### config.mk
export PLATFORM = sky130hd
export DESIGN_NAME = nco_lut_driver
export DESIGN_NICKNAME = d
export VERILOG_FILES = /design/src/rtl/nco_pkg.sv /design/src/rtl/nco_phase_acc.sv /design/src/rtl/nco_lut_driver.sv
export SDC_FILE = /design/constraint.sdc
export NUM_CORES = 1
export LEC_CHECK = 0
export CAP_MARGIN = 10
export CELL_PAD_IN_SITES_DETAIL_PLACEMENT = 1
export CELL_PAD_IN_SITES_GLOBAL_PLACEMENT = 1
export CORE_MARGIN = 2
export CORE_UTILIZATION = 42
export CTS_BUF_LIST = sky130_fd_sc_hd__clkbuf_8
export CTS_CLUSTER_SIZE = 25
export DETAILED_ROUTE_END_ITERATION = 10
export PLACE_DENSITY_LB_ADDON = 0.1
export SLEW_MARGIN = 20
export SYNTH_ARGS = -nofsm -noshare
export SYNTH_HDL_FRONTEND = slang
export SYNTH_SLANG_ARGS = --single-unit
### constraint.sdc
create_clock -name clk -period 5.3 [get_ports clk]
set_input_delay 1.59 -clock clk [delete_from_list [all_inputs] [get_ports clk]]
set_output_delay 1.59 -clock clk [all_outputs]
set_load 0.05 [all_outputs]
### src/rtl/nco_pkg.sv
// ---------------------------------------------------------------------------
// nco_pkg
// Shared types and constants for the NCO LUT driver.
//   state_t      : sequencer states (IDLE, SIN, COS)
//   tag_t        : marker travelling alongside each LUT address
//   LUT_LAT      : cycles from lut_a to the matching lut_d
//   quarter_turn : address offset for a 90-degree phase shift
// ---------------------------------------------------------------------------
package nco_pkg;

  typedef enum logic [1:0] {
    IDLE = 2'd0,
    SIN  = 2'd1,
    COS  = 2'd2
  } state_t;

  typedef enum logic [1:0] {
    TAG_NONE = 2'd0,
    TAG_SIN  = 2'd1,
    TAG_COS  = 2'd2
  } tag_t;

  localparam int LUT_LAT = 2;

  // A quarter of the full LUT address circle: 2^(a-2).
  function automatic int quarter_turn(input int a);
    return 1 << (a - 2);
  endfunction

endpackage

### src/rtl/nco_phase_acc.sv
// ---------------------------------------------------------------------------
// nco_phase_acc
// Phase accumulator with a single-slot frequency mailbox.
//   clk, rst      : clock, synchronous active-high reset
//   freq          : offered phase increment
//   freq_valid    : freq is offered
//   freq_ready    : mailbox empty, offer will be taken
//   advance       : this cycle ends a COS slot, step the phase
//   idle          : sequencer is idle, a waiting freq may be applied now
//   phase_top_nxt : top address bits of the phase value after this edge
// A new frequency only takes effect at a sample boundary (or immediately
// while idle) so that a sin/cos pair is never built from two phases.
// ---------------------------------------------------------------------------
module nco_phase_acc #(
  parameter int psz = 32,
  parameter int asz = 10
) (
  input  logic           clk,
  input  logic           rst,
  input  logic [psz-1:0] freq,
  input  logic           freq_valid,
  output logic           freq_ready,
  input  logic           advance,
  input  logic           idle,
  output logic [asz-1:0] phase_top_nxt
);

  logic [psz-1:0] phase;
  logic [psz-1:0] phase_nxt;
  logic [psz-1:0] freq_hold;
  logic [psz-1:0] freq_eff;
  logic           pending;
  logic           accept;
  logic           apply;

  assign freq_ready = ~pending;
  assign accept     = freq_valid & ~pending;
  assign apply      = pending & (advance | idle);

  // The step uses the increment in force during the sample just finished;
  // a newly applied value governs the following step.
  assign phase_nxt     = advance ? phase + freq_eff : phase;
  assign phase_top_nxt = phase_nxt[psz-1 -: asz];

  // NOTE: sequential state is written with <= so every register samples the
  // pre-edge values; blocking = here would make ordering within the block
  // change the hardware.
  always_ff @(posedge clk) begin
    if (rst) begin
      phase     <= '0;
      freq_hold <= '0;
      freq_eff  <= '0;
      pending   <= 1'b0;
    end else begin
      phase <= phase_nxt;
      if (accept) freq_hold <= freq;
      // freq_hold on the right is the pre-edge value, so an apply and an
      // accept in one cycle forwards the old value and stores the new one.
      if (apply)  freq_eff  <= freq_hold;
      pending <= accept | (pending & ~apply);
    end
  end

endmodule

### src/rtl/nco_lut_driver.sv
// ---------------------------------------------------------------------------
// nco_lut_driver
// Drives a shared sin/cos lookup table to produce I/Q sample pairs. Each
// sample takes two cycles: a SIN address, then the same address advanced by
// a quarter turn (COS). Data returns LUT_LAT cycles later and is matched to
// its request by a tag pipeline.
//   clk, rst             : clock, synchronous active-high reset
//   en                   : run enable
//   freq / freq_valid    : phase increment offer
//   freq_ready           : increment mailbox empty
//   phase_ofs            : static phase offset added to the address
//   lut_a                : registered LUT address
//   lut_d                : LUT data, LUT_LAT cycles behind lut_a
//   sin_out, cos_out     : I/Q sample pair, held between strobes
//   iq_valid             : one-cycle strobe for a new pair
// ---------------------------------------------------------------------------
module nco_lut_driver
  import nco_pkg::*;
#(
  parameter int asz = 10,
  parameter int dsz = 14,
  parameter int psz = 32
) (
  input  logic                  clk,
  input  logic                  rst,
  input  logic                  en,
  input  logic [psz-1:0]        freq,
  input  logic                  freq_valid,
  output logic                  freq_ready,
  input  logic [asz-1:0]        phase_ofs,
  output logic [asz-1:0]        lut_a,
  input  logic signed [dsz-1:0] lut_d,
  output logic signed [dsz-1:0] sin_out,
  output logic signed [dsz-1:0] cos_out,
  output logic                  iq_valid
);

  localparam logic [asz-1:0] QTR = asz'(quarter_turn(asz));

  state_t                state;
  tag_t                  cur_tag;
  tag_t                  tag_q [LUT_LAT];
  logic [asz-1:0]        phase_top_nxt;
  logic [asz-1:0]        sin_addr_nxt;
  logic signed [dsz-1:0] sin_hold;

  nco_phase_acc #(
    .psz(psz),
    .asz(asz)
  ) u_phase_acc (
    .clk          (clk),
    .rst          (rst),
    .freq         (freq),
    .freq_valid   (freq_valid),
    .freq_ready   (freq_ready),
    .advance      (state == COS),
    .idle         (state == IDLE),
    .phase_top_nxt(phase_top_nxt)
  );

  // The SIN address is formed from the phase as it will be after this edge,
  // so a COS->SIN transition already sees the freshly stepped phase.
  assign sin_addr_nxt = phase_top_nxt + phase_ofs;

  // The state register is aligned with lut_a, so it serves as the tag of the
  // address currently on the bus.
  // NOTE: every output of an always_comb gets a default before the case so
  // no path leaves it unassigned and no latch is inferred.
  always_comb begin
    cur_tag = TAG_NONE;
    case (state)
      SIN:     cur_tag = TAG_SIN;
      COS:     cur_tag = TAG_COS;
      default: cur_tag = TAG_NONE;
    endcase
  end

  always_ff @(posedge clk) begin
    if (rst) begin
      state    <= IDLE;
      lut_a    <= '0;
      sin_hold <= '0;
      sin_out  <= '0;
      cos_out  <= '0;
      iq_valid <= 1'b0;
      // NOTE: the tag pipeline is reset element by element; unlike a data
      // memory its contents must be cleared so stale requests never emerge.
      for (int i = 0; i < LUT_LAT; i++) tag_q[i] <= TAG_NONE;
    end else begin
      // Sequencer: a started pair always completes its COS half.
      case (state)
        IDLE: begin
          if (en) begin
            state <= SIN;
            lut_a <= sin_addr_nxt;
          end
        end
        SIN: begin
          state <= COS;
          lut_a <= lut_a + QTR;
        end
        COS: begin
          if (en) begin
            state <= SIN;
            lut_a <= sin_addr_nxt;
          end else begin
            state <= IDLE;
          end
        end
        default: state <= IDLE;
      endcase

      // Tag pipeline: tag_q[LUT_LAT-1] describes the lut_d of this cycle.
      tag_q[0] <= cur_tag;
      for (int i = 1; i < LUT_LAT; i++) tag_q[i] <= tag_q[i-1];

      if (tag_q[LUT_LAT-1] == TAG_SIN) sin_hold <= lut_d;

      iq_valid <= (tag_q[LUT_LAT-1] == TAG_COS);
      if (tag_q[LUT_LAT-1] == TAG_COS) begin
        sin_out <= sin_hold;
        cos_out <= lut_d;
      end
    end
  end

endmodule

==> results by group <==
Clock network
  • Post-CTS Setup Bufs: 0
  • CTS Hold Bufs: 0
  • # resized after CTS: 0
  • Clock transition at path regs: 90 ps
  • Clock Latency Late Sink: 470 ps
  • CTS H-tree depth: 4
  • Clock root buffer: clkbuf_8
  • Clk buf depth: 2
  • CTS tree: built
  • Clk sinks: 156
  • CTS Buf Count: 17

STA
  • Worst-margin pin slew: 1000 ps
  • Tcrit/Tclk final: 0.875
  • Final hold slack: 436 ps
  • Max-slew headroom: 0.331
  • Fin worst setup slack: 665 ps
  • Fin crit period: 4640 ps
  • Final setup violation count: 0
  • Final slew viol count: 0
  • Final hold violation count: 0
  • RSZ-0062 raised after global routing: no
  • Highest clock rate: 216 MHz
  • Post-route setup TNS: 0 ps
  • Setup Skew: 9.12 ps

Flow run
  • Max-cap violations: 0

Synthesis
  • Synth Area per Inst: 7.77 um^2
  • Share of the synthesized area in the top cell type: 0.424
  • Register area share after synthesis: 0.424
  • Main area contributors after synthesis: dfxtp_1 42%, nand2_1 14%, a21oi_1 11%
  • Syn nets: 1050
  • Post-Syn Area: 0.00737 mm^2
  • Yosys reg bits: 156
  • Simple-gate share of the synthesized area: 0.224
  • EDFF count, synth: 0
  • Syn Inst Count: 948
  • Cell accounting for the most synthesized area: dfxtp_1
  • Syn. warnings: 0
  • Largest family of logic cells by synthesized area: simple AND/OR/NAND/NOR gates
  • Post-synth top flop: dfxtp_1
  • Area fraction in compound gates after synthesis: 0.208
  • Asr flop ratio synth: 0
  • Post-synthesis xor/xnor area fraction: 0.0285
  • Yosys cell types: 60
  • Mux cell area share after synthesis: 0.00408
  • Synthesized-area fraction occupied by adder cells: 0.0734

Floorplan
  • Die width: 136 um
  • Initial core utilization: 0.427
  • IO Pins: 100
  • Die Footprint: 0.0186 mm^2
  • Core ar.: 0.0172 mm^2
  • Num rows: 48
  • Die Span Y: 136 um

Layout
  • Most frequent cells in the layout: 281 x nand2_1, 165 x a21oi_1, 156 x dfxtp_1
  • Share of layout cells above drive strength 1: 0.0588
  • FF/Latch Area: 0.00312 mm^2
  • N_diodes: 0
  • Multi-input logic area: 0.00398 mm^2
  • Final Cell Area: 0.00894 mm^2
  • FILL cells: 2143
  • Area Overhead vs Synth: 21.4%
  • Most common cell after layout, fill and taps aside: nand2_1
  • Nets: 1127

Pwr
  • Leak: 3.52 nW
  • Maximum VDD drop: 0.160 mV
  • Design Power: 2.37 mW
  • Pwr per Cell Area: 265 mW/mm^2

Setup path
  • Worst flop-to-flop path startpoint: u_phase_acc.freq_eff[0]$_SDFFE_PP0P_
  • CP endpoint kind: register
  • Worst-path fanout max: 3
  • R2R Setup Slk: 660 ps
  • CP Launch Point: u_phase_acc.freq_eff[0]$_SDFFE_PP0P_
  • Critical path class: reg -> reg
  • Worst EP arrival: 5030 ps
  • Required time worst endpoint: 5700 ps
  • Setup crit start kind: register
  • Reg2reg end: lut_a[8]$_SDFFE_PP0P_
  • End of the critical path: lut_a[8]$_SDFFE_PP0P_
  • R2R depth: 24

Global route
  • First-pass GRT wire length: 31.8 mm
  • Pin count of the biggest net entering global routing: 63
  • Vias in the first global route: 6586
  • Gr usage total: 0.213
  • GRT overflow: 0
  • Initial antenna violation count: 0

Route
  • Vias/cell: 5.25
  • Antenna viol nets, final: 0
  • Routed WL per cell: 15.1 um
  • Drt first-iter violations: 237
  • Via count: 6634
  • Residual DRC: 0
  • DRT Pass-1 Iters: 4
  • Total wire length: 19.1 mm

Place
  • IO Port Bufs: 99
  • Post-place setup slack: 614 ps
  • DP HPWL: 13.5 mm
  • Area after DPL: 0.00853 mm^2
  • GPL Wtd Cong: 0.835

Min path
  • Min-Delay Path Class: reg -> reg
  • Hold path startpoint: tag_q[0][1]$_SDFF_PP0_

Outcome
  • Status: completed
==> cell type report <==
| class | count | area share |
|---|---|---|
| inverter | 23 | 0.00965 |
| multi-input combinational | 718 | 0.445 |
| timing repair buffer | 109 | 0.119 |
| sequential | 156 | 0.349 |
| clock buffer | 18 | 0.0277 |
| clock inverter | 14 | 0.0180 |
| tap | 225 | 0.0315 |
==> how the worst min path moves through the flow <==
stage | endpoint | slack [ps] | cells after the start
after detailed placement | tag_q[0][3]$_SDFF_PP0_ | 430 | 1
after CTS | tag_q[0][3]$_SDFF_PP0_ | 440 | 1
after floorplan | tag_q[0][2]$_SDFF_PP0_ | 410 | 1
after global placement | tag_q[0][3]$_SDFF_PP0_ | 420 | 1
after global routing | tag_q[0][3]$_SDFF_PP0_ | 450 | 1
final | tag_q[0][3]$_SDFF_PP0_ | 440 | 1
==> per-layer routing <==
metal / wire length, um / part of all wire / GRT usage
met1: 9530 / 0.50 / 0.289
met2: 8660 / 0.45 / 0.344
met3: 642 / 0.034 / 0.0354
met4: 291 / 0.015 / 0.0729
met5: 0 / 0 / 0
==> kinds of logic (layout without fill, tap and decap cells) <==
logic type / after synthesis / after routing
and+or+nand+nor: 388 / 388
AOI/OAI and AO/OA: 261 / 261
DFF: 156 / 156
adders and majority gates: 42 / 42
buffers and inverters: 74 / 164
xor gates and xnor gates: 24 / 24
muxes: 3 / 3
==> metrics by stage <==
stage / utilization / instances
floorplan: - / 948
global route: 0.519 / 1263
detailed placement: 0.495 / 1231
finish: 0.519 / 1263
global placement: 0.495 / 1231
CTS: 0.519 / 1263
==> state kept, by name, indices dropped and copies added, names as in the netlist <==
| name | flops |
|---|---|
| iq_valid | 1 |
| u_phase_acc.freq_eff | 32 |
| tag_q | 4 |
| sin_out | 14 |
| cos_out | 14 |
| u_phase_acc.phase | 32 |
| u_phase_acc.pending | 1 |
| lut_a | 10 |
| state | 2 |
| u_phase_acc.freq_hold | 32 |
| sin_hold | 14 |
==> critical path, stage by stage (launching register included) <==
cell and delay [ps]:
dfxtp_1 350, ha_1 190, inv_1 60, fa_1 380
nor2b_1 160, o21ai_1 90, a211oi_1 340, o311a_1 230
or2_2 130, a31oi_2 120, o21bai_2 190, xnor2_1 110
o21ai_1 190, ha_1 200, inv_1 50, fa_1 370
nor2b_1 150, o21ai_0 110, a21boi_0 250, o21ai_0 150
a21oi_1 230, o21a_1 150, nor3_1 40, nand3b_1 160
a21oi_1 160
==> Yosys cell counts (5+ instances only) <==
| cell | count |
|---|---|
| and3_1 | 8 |
| buf_1 | 8 |
| dfxtp_1 | 156 |
| xnor2_1 | 19 |
| a21o_1 | 15 |
| ha_1 | 40 |
| inv_1 | 23 |
| nor2_1 | 29 |
| xor2_1 | 5 |
| nor3_1 | 9 |
| o21ai_0 | 25 |
| and2_1 | 6 |
| nand3_1 | 9 |
| nand2b_1 | 8 |
| nand2_1 | 281 |
| nor2b_1 | 13 |
| clkbuf_1 | 42 |
| a211oi_1 | 5 |
| a21oi_1 | 165 |
| or3_1 | 5 |
| o21ai_1 | 5 |
==> power by group <==
| group | total, mW | switching, mW | internal [mW] |
|---|---|---|---|
| Clock | 0.928 | 0.486 | 0.441 |
| Sequential | 1.22 | 0.0206 | 1.20 |
| Combinational | 0.221 | 0.131 | 0.0902 |
No activity file was read; power rests on OpenSTA's default activity.
